**config.mk**
```make
export PLATFORM = sky130hd
export DESIGN_NAME = out_en_alloc
export DESIGN_NICKNAME = d
export VERILOG_FILES = /design/src/rtl/out_en_alloc.sv
export SDC_FILE = /design/constraint.sdc
export NUM_CORES = 1
export LEC_CHECK = 0
export ABC_CLOCK_PERIOD_IN_PS = 8000
export CORE_UTILIZATION = 45
export CTS_CLUSTER_DIAMETER = 30
export DETAILED_ROUTE_END_ITERATION = 7
export GPL_TIMING_DRIVEN = 1
export PLACE_DENSITY = 0.86
export SLEW_MARGIN = 20
export SYNTH_ARGS = -nofsm -noshare
export SYNTH_HDL_FRONTEND = slang
export SYNTH_SLANG_ARGS = --single-unit
export TNS_END_PERCENT = 1
```
**constraint.sdc**
```tcl
create_clock -name clk -period 8 [get_ports clk]
set_clock_uncertainty 0.15 [all_clocks]
set_input_delay 2.4 -clock clk [delete_from_list [all_inputs] [get_ports clk]]
set_output_delay 2.4 -clock clk [all_outputs]
set_load 0.02 [all_outputs]
```
**src/rtl/out_en_alloc.sv**
```systemverilog
// Router output-enable allocator. Maps per-output select codes onto inputs and
// gates each unicast or multicast transfer on downstream credit.
module out_en_alloc_credit #(
  parameter int CREDITS = 4,
  parameter int CW      = 4
) (
  input  logic          clk,
  input  logic          reset,
  input  logic          dec,
  input  logic          inc,
  output logic [CW-1:0] cnt,
  output logic          ovf
);
  logic [CW-1:0] cnt_d, cnt_q;
  logic          ovf_d, ovf_q;

  // A return at full credit is dropped rather than wrapping; a same-cycle
  // send and return cancel out.
  always_comb begin
    cnt_d = cnt_q;
    ovf_d = ovf_q;
    if (inc && !dec) begin
      if (cnt_q == CW'(CREDITS)) ovf_d = 1'b1;
      else                       cnt_d = cnt_q + 1'b1;
    end else if (dec && !inc) begin
      cnt_d = cnt_q - 1'b1;
    end
  end

  always_ff @(posedge clk or negedge reset) begin
    if (!reset) begin
      cnt_q <= CW'(CREDITS);
      ovf_q <= 1'b0;
    end else begin
      cnt_q <= cnt_d;
      ovf_q <= ovf_d;
    end
  end

  assign cnt = cnt_q;
  assign ovf = ovf_q;
endmodule

module out_en_alloc #(
  parameter int NUM_PORTS = 5,
  parameter int SEL_W     = 3,
  parameter int CREDITS   = 4,
  localparam int CW       = 4
) (
  input  logic                       clk,
  input  logic                       reset,
  input  logic [NUM_PORTS*SEL_W-1:0] sel,
  input  logic [NUM_PORTS-1:0]       sel_vld,
  input  logic [NUM_PORTS-1:0]       push_o,
  input  logic [NUM_PORTS-1:0]       credit_ret,
  output logic [NUM_PORTS-1:0]       out_en,
  output logic [NUM_PORTS*CW-1:0]    credit_cnt,
  output logic [NUM_PORTS-1:0]       in_pop,
  output logic [NUM_PORTS-1:0]       err_ovf
);
  logic [NUM_PORTS-1:0][NUM_PORTS-1:0] req;   // [output][input]
  logic [NUM_PORTS-1:0][CW-1:0]        cnt;
  logic [NUM_PORTS-1:0]                any_req, blocked, elig;

  always_comb begin
    req = '0;
    for (int o = 0; o < NUM_PORTS; o++)
      for (int i = 0; i < NUM_PORTS; i++)
        req[o][i] = sel_vld[o] && (sel[o*SEL_W +: SEL_W] == SEL_W'(i));
  end

  // One empty requester blocks the whole multicast so it stays atomic.
  always_comb begin
    any_req = '0;
    blocked = '0;
    for (int i = 0; i < NUM_PORTS; i++)
      for (int o = 0; o < NUM_PORTS; o++) begin
        any_req[i] = any_req[i] | req[o][i];
        blocked[i] = blocked[i] | (req[o][i] && (cnt[o] == '0));
      end
  end

  always_comb begin
    elig   = '0;
    out_en = '0;
    for (int i = 0; i < NUM_PORTS; i++)
      elig[i] = reset && push_o[i] && any_req[i] && !blocked[i];
    for (int o = 0; o < NUM_PORTS; o++)
      out_en[o] = reset && |(req[o] & elig);
  end

  assign in_pop     = elig;
  assign credit_cnt = cnt;

  for (genvar g = 0; g < NUM_PORTS; g++) begin : g_cred
    out_en_alloc_credit #(.CREDITS(CREDITS), .CW(CW)) u_cred (
      .clk   (clk),
      .reset (reset),
      .dec   (out_en[g]),
      .inc   (credit_ret[g]),
      .cnt   (cnt[g]),
      .ovf   (err_ovf[g])
    );
  end
endmodule

```
==> reports/metrics.csv, run 1 <==
stage,metric,value,unit
run_status,status,"finished, final reports clean",
finish,area_delta_synth_final,34.0,%
route,vias,2381,
setup_path,max_stage_delay,0.67,ns
finish,mostFrequentLayoutCells,"clkdlybuf4s50_1, nand2_1, dfrtp_1, buf_4, inv_1",
global_routing,gr-total-overflow,0,
logic_synthesis,syn_nets,302,
finish,nNetsFinal,381,
timing,hold_viol_final,0,
clock_network,cts.clk_slew.worst_paths,0.09,ns
logic_synthesis,ys_ff_latch,25,
logic_synthesis,ys_seq_area_share,25.0,%
logic_synthesis,synth_edf_count,0,
clock_network,clockRootBuffer,clkbuf_8,
route,drt-total-wl,6500,um
global_routing,grt_pass1_wl,11000,um
hold_path,min_path_type,reg2reg,
clock_network,postCtsHoldBufs,0,
timing,relSlewSlack,51.1,%
place,io_buffers,66,
route,post_drt_via_cell_ratio,5.91,
die,row_count,26,
logic_synthesis,syn_avg_cell_area,9.90,um2
clock_network,post_cts_buffers,0,
timing,setup_viol,0,
finish,register_area,632,um2
clock_network,cts_buffers,3,
timing,rsz0062_at_grt,no,
place,hpwl,5280,um
route,final_antenna_net_count,0,
setup_path,worst_setup_path_start_kind,input port,
timing,drv_slew,0,
setup_path,crit_top_cell,clkdlybuf4s50_1,
pwr,powerDensity,259,nW/um2
die,die_area,5910,um2
timing,tightest_slew,0.723,ns
logic_synthesis,async_flop_share,100,%
timing,final_period_minus_worst_setup_slack,7.77,ns
setup_path,crit_fanout,5,
finish,drive_gt1_share,16.2,%
route,initialDrtViolationCount,139,
timing,fin_crit_sh,97.1,%
timing,fmax,0.129,GHz
die,ios,67,
setup_path,cp-end-kind,output port,
clock_network,cts.sinks,25,
finish,antennaDiodeCount,0,
clock_network,htreeDepth,1,
finish,postLayoutCoreUtil,64.5,%
route,post_drt_wl_per_cell,16.1,um
logic_synthesis,ys_types,62,
pwr,p_leak,0.00142,uW
global_routing,grt_start_max_net_pins,14,
logic_synthesis,syn-instance-count,255,
pwr,ir_worst_vdd,0.184,mV
die,core,5240,um2
clock_network,cts_buffer_depth,2,
route,drcViolationCount,0,
setup_path,criticalPathCategory,in2out,
die,die_y,76.9,um
place,place.gp.congestion,1.10,
finish,layout_commonest_cell,clkdlybuf4s50_1,
global_routing,antenna_found_initial,0,
die,initial_utilization,48.2,%
setup_path,slowest_stage,nor4bb_1,
logic_synthesis,yosys_most_used_dff,dfrtp_1,
setup_path,critPathTopFamily,buffers and inverters,
finish,multi_input_area,1750,um2
setup_path,cp_data_arrival_time,5.22,ns
timing,fin_tns_setup,0,ns
setup_path,cp_cell_sequence,clkdlybuf4s50_1 > nor4bb_1 > a22oi_1 > and3_1 > a221oi_2 > nand2_1 > clkdlybuf4s50_1,
clock_network,cts_resized,0,
finish,fillCellCount,428,
logic_synthesis,yosys_warnings,0,
global_routing,grt_use_total,22.6,%
run,cap_viol_max_count,0,
clock_network,cts_tree,built,
logic_synthesis,synth_area,2520,um2
route,dr.pass1.iters,4,
global_routing,grt_pass1_vias,2400,
die,die_x,76.9,um
setup_path,path_buf_inv,2,
setup_path,required,5.45,ns
clock_network,worstSkewPairLatency,0.27,ns
[flip-flops by register name (all words and copies together) (netlist names)]
name	count
g_cred.u_cred.cnt	20
g_cred.u_cred.ovf	5
[per-layer routing]
| layer | track usage (%) | vias to the layer above | wire [um] |
|---|---|---|---|
| met4 | 6.92 | 0 | 112 |
| met3 | 5.00 | 20 | 443 |
| li1 | - | 1145 | - |
| met2 | 36.6 | 95 | 3050 |
| met5 | 0 | - | 0 |
| met1 | 29.8 | 1121 | 2900 |
[stage by stage]
step / hold WS, ns / total power, uW / cells / instance area (um2) / setup WS [ns]
after floorplan: 0.279 / 608 / 255 / 2520 / 1.36
after global placement: 0.294 / 783 / 399 / 3340 / 0.431
after detailed placement: 0.306 / 802 / 399 / 3340 / 0.351
after CTS: 0.328 / 883 / 403 / 3380 / 0.340
after global routing: 0.345 / 949 / 403 / 3380 / 0.198
final: 0.323 / 876 / 403 / 3380 / 0.231
[worst paths after layout]
kind                                    startpoint                 endpoint  slack, ns  depth (start not counted)
max                                         sel[8]                out_en[0]       0.23                          7
min                           g_cred[1].u_cred.ovf     g_cred[1].u_cred.ovf       0.32                          1
max reg2reg                g_cred[0].u_cred.cnt[1]  g_cred[4].u_cred.cnt[3]       4.07                         13
min reg2reg                   g_cred[1].u_cred.ovf     g_cred[1].u_cred.ovf       0.32                          1
max in group asynchronous                    reset  g_cred[2].u_cred.cnt[2]       4.79                          3
min in group asynchronous                    reset  g_cred[1].u_cred.cnt[3]       2.25                          1
[synth_stat cells (all sizes together), types with 5 or more instances]
cell type	number	area, um2
a21o	9	68.8
ha	10	125
and3	5	31.3
xnor2	8	70.1
nand2	23	86.3
dfstp	5	131
buf	10	75.1
mux2i	14	140
nor4	8	101
inv	16	60.1
nor4b	6	65.1
nor2	8	30.0
nor4bb	10	100
mux2	9	105
a22oi	8	60.1
a22o	6	52.6
dfrtp	20	500
nor3	6	30.0
fa	5	100
[where the power goes]
part	switching (uW)	internal [uW]	total, uW	leakage (uW)
sequential	99.3	191	290	0.000279
clock	43.2	35.7	78.9	0.0000228
combinational	237	270	507	0.00112
[cell type report]
class	instances	share of cell area [%]
clock buffers	4	1.33
inverters	16	1.78
multi-input cells	203	51.9
flip-flops and latches	25	18.7
well taps	70	2.59
repair buffers	85	23.8
[logic make-up (layout without fill, tap and decap cells)]
family | Yosys count | count (layout) | share of synthesized area (%)
XOR/XNOR | 10 | 10 | 3.47
flip-flops | 25 | 25 | 25.0
adder cells (fa/ha/maj) | 15 | 15 | 8.92
multiplexers | 23 | 23 | 9.72
AO/OA/AOI/OAI | 58 | 58 | 20.1
buffers and inverters | 27 | 105 | 5.50
AND/OR/NAND/NOR | 97 | 97 | 27.3
No activity file was read; power rests on OpenSTA's default activity.
==> run 2: changes to the inputs <==
Settings changed: CORE_MARGIN from default to 10, CTS_CLUSTER_SIZE from default to 24.
==> run 2 against run 1 <==
Largest cell class unchanged. Critical path depth unchanged. Cell area decreased by 0.37%. Die area increased by 52%. Count of clock-buffer cells in the layout unchanged. Sequential cell count unchanged. Non-clock buffer count decreased by 2. Register-to-register slack got worse by 0.13 ns. Hold slack got worse by 0.0060 ns. Total power increased by 0.74%.
==> reports/metrics.csv, run 2 (synthesized netlist as in run 1, its figures left out) <==
stage,metric,value,unit,change
run_status,status,"finished, final reports clean",,
hold_path,min_path_type,reg2reg,,
die,die_x,94.9,um,+23%
global_routing,grt_pass1_vias,2380,,-0.83%
route,drt-total-wl,7000,um,+7.6%
place,hpwl,5760,um,+9.1%
clock_network,cts_buffer_depth,2,,unchanged
clock_network,cts_resized,0,,unchanged
pwr,powerDensity,262,nW/um2,+1.1%
route,post_drt_wl_per_cell,17.4,um,+7.6%
finish,antennaDiodeCount,0,,unchanged
pwr,total_power,883,uW,+0.74%
finish,area_delta_synth_final,33.5,%,
setup_path,cp-end-kind,output port,,
die,core,5470,um2,+4.5%
timing,fin_ws,0.349,ns,+0.118 ns
route,post_drt_via_cell_ratio,5.96,,+0.88%
timing,tightest_slew,0.683,ns,-0.0403 ns
setup_path,crit_fanout,6,,+1
die,initial_utilization,46.1,%,-2.1 points
finish,nNetsFinal,379,,-0.52%
route,vias,2402,,+0.88%
finish,largest_register_ffs,20,,unchanged
setup_path,cp_data_arrival_time,5.10,ns,-0.12 ns
die,ios,67,,unchanged
timing,hold_viol_final,0,,unchanged
setup_path,worst_setup_path_start_kind,input port,,
clock_network,cts_buffers,3,,unchanged
timing,fin_tns_setup,0,ns,unchanged
pwr,combPwrFrac,57.8,%,about the same
pwr,power_switching,387,uW,+2.0%
timing,final_period_minus_worst_setup_slack,7.65,ns,-0.118 ns
route,dr.pass1.iters,4,,unchanged
clock_network,cts.sinks,25,,unchanged
global_routing,grt_start_max_net_pins,19,,+5
place,dp_slack,0.418,ns,+0.0663 ns
route,final_antenna_net_count,0,,unchanged
pwr,clkPwrFrac,9.2,%,+0.2 points
global_routing,grt_use_total,15.5,%,-7.1 points
pwr,ir_worst_vdd,0.161,mV,-12%
clock_network,cts.clk_slew.worst_paths,0.09,ns,about the same
route,drcViolationCount,0,,unchanged
run,cap_viol_max_count,0,,unchanged
clock_network,clockRootBuffer,clkbuf_8,,
clock_network,cts_tree,built,,
die,row_count,27,,+3.8%
pwr,p_int,495,uW,-0.24%
timing,drv_slew,0,,unchanged
global_routing,gr-total-overflow,0,,unchanged
finish,layout_commonest_cell,clkdlybuf4s50_1,,
timing,setup_viol,0,,unchanged
route,initialDrtViolationCount,151,,+8.6%
global_routing,grt_pass1_wl,11600,um,+5.4%
pwr,p_leak,0.00141,uW,-0.70%
clock_network,postCtsHoldBufs,0,,unchanged
timing,rsz0062_at_grt,no,,
clock_network,htreeDepth,1,,unchanged
clock_network,post_cts_buffers,0,,unchanged
timing,fin_crit_sh,95.6,%,-1.5 points
die,die_y,94.9,um,+23%
finish,drive_gt1_share,15.7,%,-0.51 points
global_routing,antenna_found_initial,0,,unchanged
timing,relSlewSlack,54.1,%,+3.0 points
timing,fmax,0.131,GHz,+1.5%
clock_network,worstSkewPairLatency,0.28,ns,about the same
setup_path,criticalPathCategory,in2out,,
place,place.gp.congestion,1.01,,-8.2%
pwr,switching_share,43.9,%,+0.55 points
place,io_buffers,66,,unchanged
pwr,seq_power_share,33.0,%,about the same
setup_path,required,5.45,ns,about the same
finish,mostFrequentLayoutCells,"clkdlybuf4s50_1, nand2_1, dfrtp_1, buf_4, inv_1",,
die,die_area,9000,um2,+52%
## run 2: cell types whose count changed in the layout (fill, tap and decap cells not counted)
cell   delta
buf_4     -2
## run 2: worst max-delay path: stages
cell	delay (ns)
clkdlybuf4s50_1	0.57
nor4bb_1	0.62
a22oi_1	0.16
and3_1	0.29
a221oi_2	0.36
nand2_1	0.14
clkdlybuf4s50_1	0.56
## run 2: stage by stage
stage                     cell area (um2)  hold WS (ns)  utilization, %  cells
after floorplan                      2520         0.279               -    255
after global placement               3320         0.290            60.7    399
after detailed placement             3320         0.302            60.7    399
after CTS                            3370         0.323            61.5    403
after global routing                 3370         0.341            61.5    403
final                                3370         0.317            61.5    403
## run 2: layout make-up
type	count	area [um2]
inverter	16	60.1
timing repair buffer	83	788
tap	72	90.1
clock buffer	4	45.0
multi-input combinational	203	1750
fill	476	2100
sequential	25	632
## run 2: metal layers
layer / vias to the layer above / share of wire (%) / track usage (%)
li1: 1147 / - / -
met1: 1161 / 42 / 18.9
met2: 82 / 48 / 26.6
met3: 12 / 8.6 / 4.28
met4: 0 / 1.2 / 3.37
met5: - / 0 / 0
## run 2: worst paths after layout
check | to | cells past startpoint | start | slack [ns]
worst min-delay path | g_cred[1].u_cred.ovf | 1 | g_cred[1].u_cred.ovf | 0.32
min in group asynchronous | g_cred[1].u_cred.cnt[3] | 1 | reset | 2.21
max in group asynchronous | g_cred[1].u_cred.cnt[2] | 3 | reset | 4.74
worst min register to register | g_cred[1].u_cred.ovf | 1 | g_cred[1].u_cred.ovf | 0.32
worst max-delay path | out_en[0] | 7 | sel[11] | 0.35
worst max register to register | g_cred[4].u_cred.cnt[3] | 13 | g_cred[0].u_cred.cnt[1] | 3.94
## run 2: power by group through the flow
stage	combinational, uW	sequential (uW)	clock [uW]
3_3_place_gp	498	292	0
3_5_place_dp	512	295	0
6_report	510	292	81.2
2_1_floorplan	275	333	0
4_1_cts	514	293	81.5
5_1_grt	560	304	86.8
